<file path="config.mk">
export PLATFORM = sky130hd
export DESIGN_NAME = alu_serial_seq
export DESIGN_NICKNAME = d
export VERILOG_FILES = /design/src/rtl/alu_serial_seq.sv
export SDC_FILE = /design/constraint.sdc
export NUM_CORES = 1
export LEC_CHECK = 0
export BUFFER_PORTS_ARGS = -buffer_cell sky130_fd_sc_hd__buf_2
export CAP_MARGIN = 20
export CORE_MARGIN = 2
export CORE_UTILIZATION = 55
export CTS_BUF_LIST = sky130_fd_sc_hd__clkbuf_8
export CTS_CLUSTER_DIAMETER = 80
export DETAILED_ROUTE_END_ITERATION = 8
export PLACE_DENSITY = 0.84
export RECOVER_POWER = 25
export SLEW_MARGIN = 20
export SYNTH_ARGS = -nofsm -noshare
export SYNTH_HDL_FRONTEND = slang
export SYNTH_SLANG_ARGS = --single-unit
</file>
<file path="constraint.sdc">
create_clock -name clk -period 3.5 [get_ports clk]
set_input_delay 0.35 -clock clk [delete_from_list [all_inputs] [get_ports clk]]
set_output_delay 0.35 -clock clk [all_outputs]
set_load 0.03 [all_outputs]
</file>
<file path="src/rtl/alu_serial_seq.sv">
// alu_serial_seq: bit-serial AND/OR/ADD/SUB/SLT ALU built on a 1-bit slice and carry register
module alu_serial_seq #(
  parameter int WIDTH = 32
) (
  input  logic             clk,
  input  logic             rst,
  input  logic             start,
  input  logic [5:0]       funct,
  input  logic [WIDTH-1:0] a,
  input  logic [WIDTH-1:0] b,
  output logic [2:0]       alu_sig,
  output logic             busy,
  output logic             done,
  output logic [WIDTH-1:0] result,
  output logic             cout,
  output logic             zero,
  output logic             illegal
);
  localparam int IW = $clog2(WIDTH);
  typedef enum logic [1:0] {IDLE, RUN, SLT_FIX, DONE} state_t;
  state_t state;
  logic [WIDTH-1:0] ra, rb;
  logic [2:0] op, code;
  logic [IW-1:0] idx;
  logic carry, sup, ai, bi, sum, co, rbit, last;
  always_comb begin
    sup = funct == 6'h24 || funct == 6'h25 || funct == 6'h20 || funct == 6'h22 || funct == 6'h2A;
    code = funct == 6'h24 ? 3'b000 : funct == 6'h25 ? 3'b001 : funct == 6'h20 ? 3'b010 :
           funct == 6'h22 ? 3'b110 : 3'b111;
    ai = ra[idx];
    bi = rb[idx] ^ op[2];
    sum = ai ^ bi ^ carry;
    co = (ai & bi) | (carry & (ai ^ bi));
    rbit = op[1] ? sum : op[0] ? (ai | rb[idx]) : (ai & rb[idx]);
    last = idx == IW'(WIDTH - 1);
  end
  assign zero = ~|result;
  always_ff @(posedge clk) begin
    if (rst) begin
      state <= IDLE;
      ra <= '0;
      rb <= '0;
      op <= '0;
      idx <= '0;
      carry <= 1'b0;
      alu_sig <= '0;
      busy <= 1'b0;
      done <= 1'b0;
      result <= '0;
      cout <= 1'b0;
      illegal <= 1'b0;
    end else begin
      case (state)
        IDLE: begin
          done <= 1'b0;
          if (start && sup) begin
            ra <= a;
            rb <= b;
            op <= code;
            idx <= '0;
            carry <= code[2];
            illegal <= 1'b0;
            alu_sig <= code;
            busy <= 1'b1;
            state <= RUN;
          end else if (start) begin
            illegal <= 1'b1;
            result <= '0;
            cout <= 1'b0;
            done <= 1'b1;
            busy <= 1'b1;
            alu_sig <= '0;
            state <= DONE;
          end
        end
        RUN: begin
          result[idx] <= rbit;
          carry <= co;
          idx <= last ? '0 : idx + 1'b1;
          if (last) begin
            cout <= op[1] & co;
            state <= op == 3'b111 ? SLT_FIX : DONE;
            done <= op != 3'b111;
            alu_sig <= op == 3'b111 ? op : 3'b000;
          end
        end
        SLT_FIX: begin
          result <= {{(WIDTH-1){1'b0}}, result[WIDTH-1]};
          done <= 1'b1;
          alu_sig <= '0;
          state <= DONE;
        end
        DONE: begin
          done <= 1'b0;
          busy <= 1'b0;
          state <= IDLE;
        end
      endcase
    end
  end
endmodule

</file>
# Yosys cells after proc, flatten, opt, wreduce, memory -nomap -nowiden
# Index checks and enable logic that the tools add are counted.
# word_totals
output_inout_bits	40
inputBits	73
wordCells	104
reg_bits	114
# classes
reduce_logical	21
n_bitwise	9
mux	43
n_addsub	1
magnitude_cmp	2
n_eq_ne	16
# op_table
operator	n
$pmux W32 S3	1
$mux W32	2
$bwmux W32	1
$reduce_or A32 Y1	1
$eq A6 B6 Y1 const B	5
$mux W3	7
$mux W1	17
$bmux W1 S5	2
$mux W5	2
$pmux W5 S2	1
$reduce_and A2 Y1	5
$pmux W3 S3	1
$ne A2 B2 Y1 const B	4
$pmux W2 S4	1
$lt A5 B6 Y1 const B	1
$mux W2	3
$ne A3 B3 Y1 const B	2
$pmux W1 S2	3
$reduce_and A3 Y1	2
$reduce_bool A2 Y1	3
$add A5 B1 Y5 const B	1
$demux W1 S5	1
$eq A5 B5 Y1 const B	1
$ge A5 B1 Y1 const B	1
13 further kinds	24

# Depth between registers and ports, before layout
# logic_depth
word_depth	9
ltp_mapped	12
ltp_nobuf	10

# Worst setup path before layout
# OpenSTA, ideal clock, no wires.
# synth_path
path_type	reg2reg
start	register idx[1]
end	register result[10]
t_arrival_ps	2973
synth_period_minus_slack_ps	3043
required_time_ps	3430
n_path_buf	1
path_stages_with_launch	11
path_slack_ps	457
setup_ps	70
cell_sequence	dfxtp_1 -> buf_6 -> mux4_2 -> and3_1 -> o32ai_2 -> o211ai_2 -> fa_1 -> nand2b_1 -> nand2_1 -> or4_1 -> a21oi_1
# synth_between
elab_chain_cells	8
word_cells_on_any_way	18
classes_between	2 x order compare; 10 x mux; 5 x bitwise; 1 x reduce/logical
# synth_lines
item	line_no	text
start, declared	24	logic [IW-1:0] idx;
start signal, assigned	79	idx <= last ? '0 : idx + 1'b1;
$bmux W1 S5	31, 34	
$mux W1 (implied by the code)	31, 34	
$xor A1 B1 Y1	31	bi = rb[idx] ^ op[2];
$xor A1 B1 Y1 (2 in a row)	32	sum = ai ^ bi ^ carry;
$mux W1	34	rbit = op[1] ? sum : op[0] ? (ai | rb[idx]) : (ai & rb[idx]);
$bwmux W32 *	77	result[idx] <= rbit;
$pmux W32 S3 *	53	case (state)
end signal, assigned by index	77	
end signal, assigned	88	result <= {{(WIDTH-1){1'b0}}, result[WIDTH-1]};
end, declared	14	output logic [WIDTH-1:0] result,
# Every way passes the cells marked *; elsewhere a longest branch is shown, timed or not. The select of a mux whose other input is x is not followed.
# A chain may end at the register's enable or synchronous reset.

# Final worst setup path
# layout_path
start	register idx[1]
end	register result[1]
# Same word-level chain as after synthesis.

==> flow_summary_export.csv <==
group,metric,value,unit
outcome,status,"completed",
synth,synth_top_cell_by_area,"dfxtp_1",
drt,vias_per_cell,5.92,
drt,drtIter0Drc,414,
worst_setup_path,critPathMaxFanout,20,
place,dpl_worst_slack,0.0842,ns
finish,final_cells,949,
drt,remaining_drc_errors,0,
synth,synthXorXnorAreaFrac,0.157,%
pwr,p_switching,1.03,mW
global_routing,grt_max_degree,67,
synth,synth_adder_area_share,2.80,%
clock_tree,cts_tree,"yes",
synth,syn_area,0.00559,sq mm
synth,synthTopCellsByArea,"dfxtp_1, a21oi_1, nand2_1",
timing,hold_viol_final,0,
timing,setup_viol,0,
synth,synth_top_family_by_area,"simple AND/OR/NAND/NOR gates",
timing,grt_setup_unrepaired,"false",
clock_tree,insertion_delay,0.44,ns
drt,dr.pass1.iters,6,
timing,setup_tns,0,ns
synth,synth_common_cells,"nand2_1, a21oi_1, dfxtp_1, clkbuf_1, o21ai_0",
timing,finalCriticalPeriod,3.31,ns
synth,syn-num-nets,800,
timing,finalCritPeriodShare,94.7,%
pwr,leakage,2.35,nW
timing,slew_headroom,52.3,%
drt,totalWireLength,14900,um
synth,synth_seq_area_share,40.8,%
worst_setup_path,arrival,3.67,ns
drt,num_vias,5619,
worst_setup_path,start_kind,"register",
synth,synthArstFlopShare,0,%
synth,yosysMostFrequentCell,"nand2_1",
synth,synth_flop_cell,"dfxtp_1",
floorplanning,num_rows,36,
place,io_buffers,112,
worst_setup_path,worstRegToRegCells,11,
timing,finClkSkew,0.00972,ns
pwr,swShare,29.3,%
synth,yosys.area.top_type_share,40.8,%
pwr,internal-power,2.48,mW
clock_tree,numCtsBuffers,17,
synth,synth_compound_area_share,19.9,%
clock_tree,holdBufCountCts,0,
timing,worst_slack,0.186,ns
pwr,ir_drop,353,uV
global_routing,grt_pass1_wl,24700,um
global_routing,grt.overflow.total,0,
synth,yosysWarningCount,0,
clock_tree,ctsHtreeMaxLevel,4,
worst_setup_path,path_class,"reg2reg",
synth,synth_edf_count,0,
synth,ys_types,51,
pwr,p_seq_share,40.1,%
worst_setup_path,r2r_slack,0.19,ns
floorplanning,die_w,105,um
place,dpl.cell_count,917,
place,gp_congestion,0.918,
finish,area_growth,18.5,%
pwr,clock_power_share,40.9,%
synth,syn_inst,716,
place,placed_cell_area,0.00619,sq mm
floorplanning,die-area,0.0110,sq mm
timing,tightest_slew,0.716,ns
synth,synth-seq-cells,114,
worst_setup_path,critical_path_required,3.86,ns
timing,fmax,302,MHz
pwr,power.density,530,mW/mm^2
flow_run,drv_cap,0,
finish,fin_nets,887,
finish,finalInstanceArea,0.00663,sq mm
drt,wl_per_cell,15.7,um
clock_tree,cts_buffer_depth,2,
place,post-dp-hpwl,10200,um
floorplanning,core_area,0.00982,sq mm
global_routing,grt_usage,27.5,%
global_routing,first_global_vias,5248,
floorplanning,start_util,56.9,%
finish,fillers,853,
floorplanning,die_y,105,um
finish,layout-drive-gt1-share,16.9,%
clock_tree,numClockSinks,114,
synth,muxShareOfSynthArea,6.20,%
hold_path,hold_path_class,"in2reg",
clock_tree,path_clk_slew,0.07,ns
timing,drv_slew,0,
clock_tree,root_buffer,"clkbuf_8",
drt,antenna_left,0,
hold_path,min_path_cells,3,
synth,synth-simple-area-share,25.0,%
synth,syn_area_per_cell,7.81,sq um
global_routing,antenna_found_initial,0,
pwr,pwr-share-comb,19.0,%
worst_setup_path,end_kind,"register",
pwr,power,3.51,mW
floorplanning,io_pins,113,
finish,n_antenna_cell,0,
## cell families (layout without fill, tap and decap cells)
| logic type | Yosys count | in the layout |
|---|---|---|
| and+or+nand+nor | 289 | 289 |
| AOI/OAI and AO/OA | 201 | 201 |
| DFF | 114 | 114 |
| buffers and inverters | 67 | 167 |
| muxes | 32 | 32 |
| adders and majority gates | 12 | 12 |
| xor gates and xnor gates | 1 | 1 |
## routing by layer
metal / vias up / track usage [%] / share of wire [%]
met2: 255 / 43.4 / 46
li1: 2720 / - / -
met4: 0 / 11.0 / 2.5
met5: - / 0 / 0
met1: 2602 / 36.1 / 44
met3: 42 / 6.99 / 7.9
## metrics by stage
step / hold WS [ns] / util [%]
final: 0.147 / 67.5
after floorplan: 0.433 / -
after global placement: 0.441 / 63.1
after detailed placement: 0.447 / 63.1
after CTS: 0.128 / 67.9
after global routing: 0.140 / 67.5
## critical path, stage by stage, from the launching register on
cell      delay (ns)
dfxtp_2         0.39
buf_6           0.25
mux2i_1         0.30
o221ai_1        0.15
a22oi_1         0.20
nand4_1         0.17
xor2_1          0.20
fa_1            0.48
nand2b_2        0.18
nand2_1         0.21
or4_1           0.54
a21oi_1         0.16
## flip-flops by register name, indices dropped and copies added, names as in the netlist, 2 cells and up
name and cells:
rb 32, idx 5, state 2, op 3, ra 32, result 32
alu_sig 3
## path summary, 6_finish.rpt
check                   end  startpoint
hold reg to reg       rb[8]       rb[8]
hold / removal        rb[2]        b[2]
setup / recovery  result[1]      idx[1]
setup reg to reg  result[1]      idx[1]
## power groups by stage
stage	logic [mW]	clock network [mW]	registers, mW
after global placement	0.633	0	1.43
after CTS	0.660	1.45	1.41
after floorplan	0.419	0	1.48
after detailed placement	0.650	0	1.44
final	0.667	1.43	1.41
after global routing	0.741	1.50	1.42
## cell usage in the layout (no fill, tap or decap), types with 6 or more instances in the layout
cell type  count
nand3_1       10
nor3_1        14
mux2i_1       29
inv_1          9
nand2b_1       7
nor4_1        11
or4_1         30
clkbuf_8      21
clkbuf_1      38
nor2b_1        7
dfxtp_1      112
o21ai_0       39
a21oi_1      133
nand4_1        6
ha_1          10
buf_2         73
buf_4         14
nor2_1        30
nand2_1      145
## layout make-up
cell class                 count  area (sq um)  area share, %
clock buffer                  21           289           4.36
clock inverter                11           183           2.76
inverter                       8          30.0          0.453
multi-input combinational    535          3030           45.7
sequential                   114          2280           34.5
tap                          133           166           2.51
timing repair buffer         127           644           9.73
## repair_timing
| item | CTS | global route |
|---|---|---|
| setup buffers | 0 | 0 |
| endpoints found under the setup margin | 0 | 27 |
| hold endpoints to repair | 0 | 0 |
| resized for setup | 0 | 3 |
Note: power is estimated with default switching activity, not from simulation.
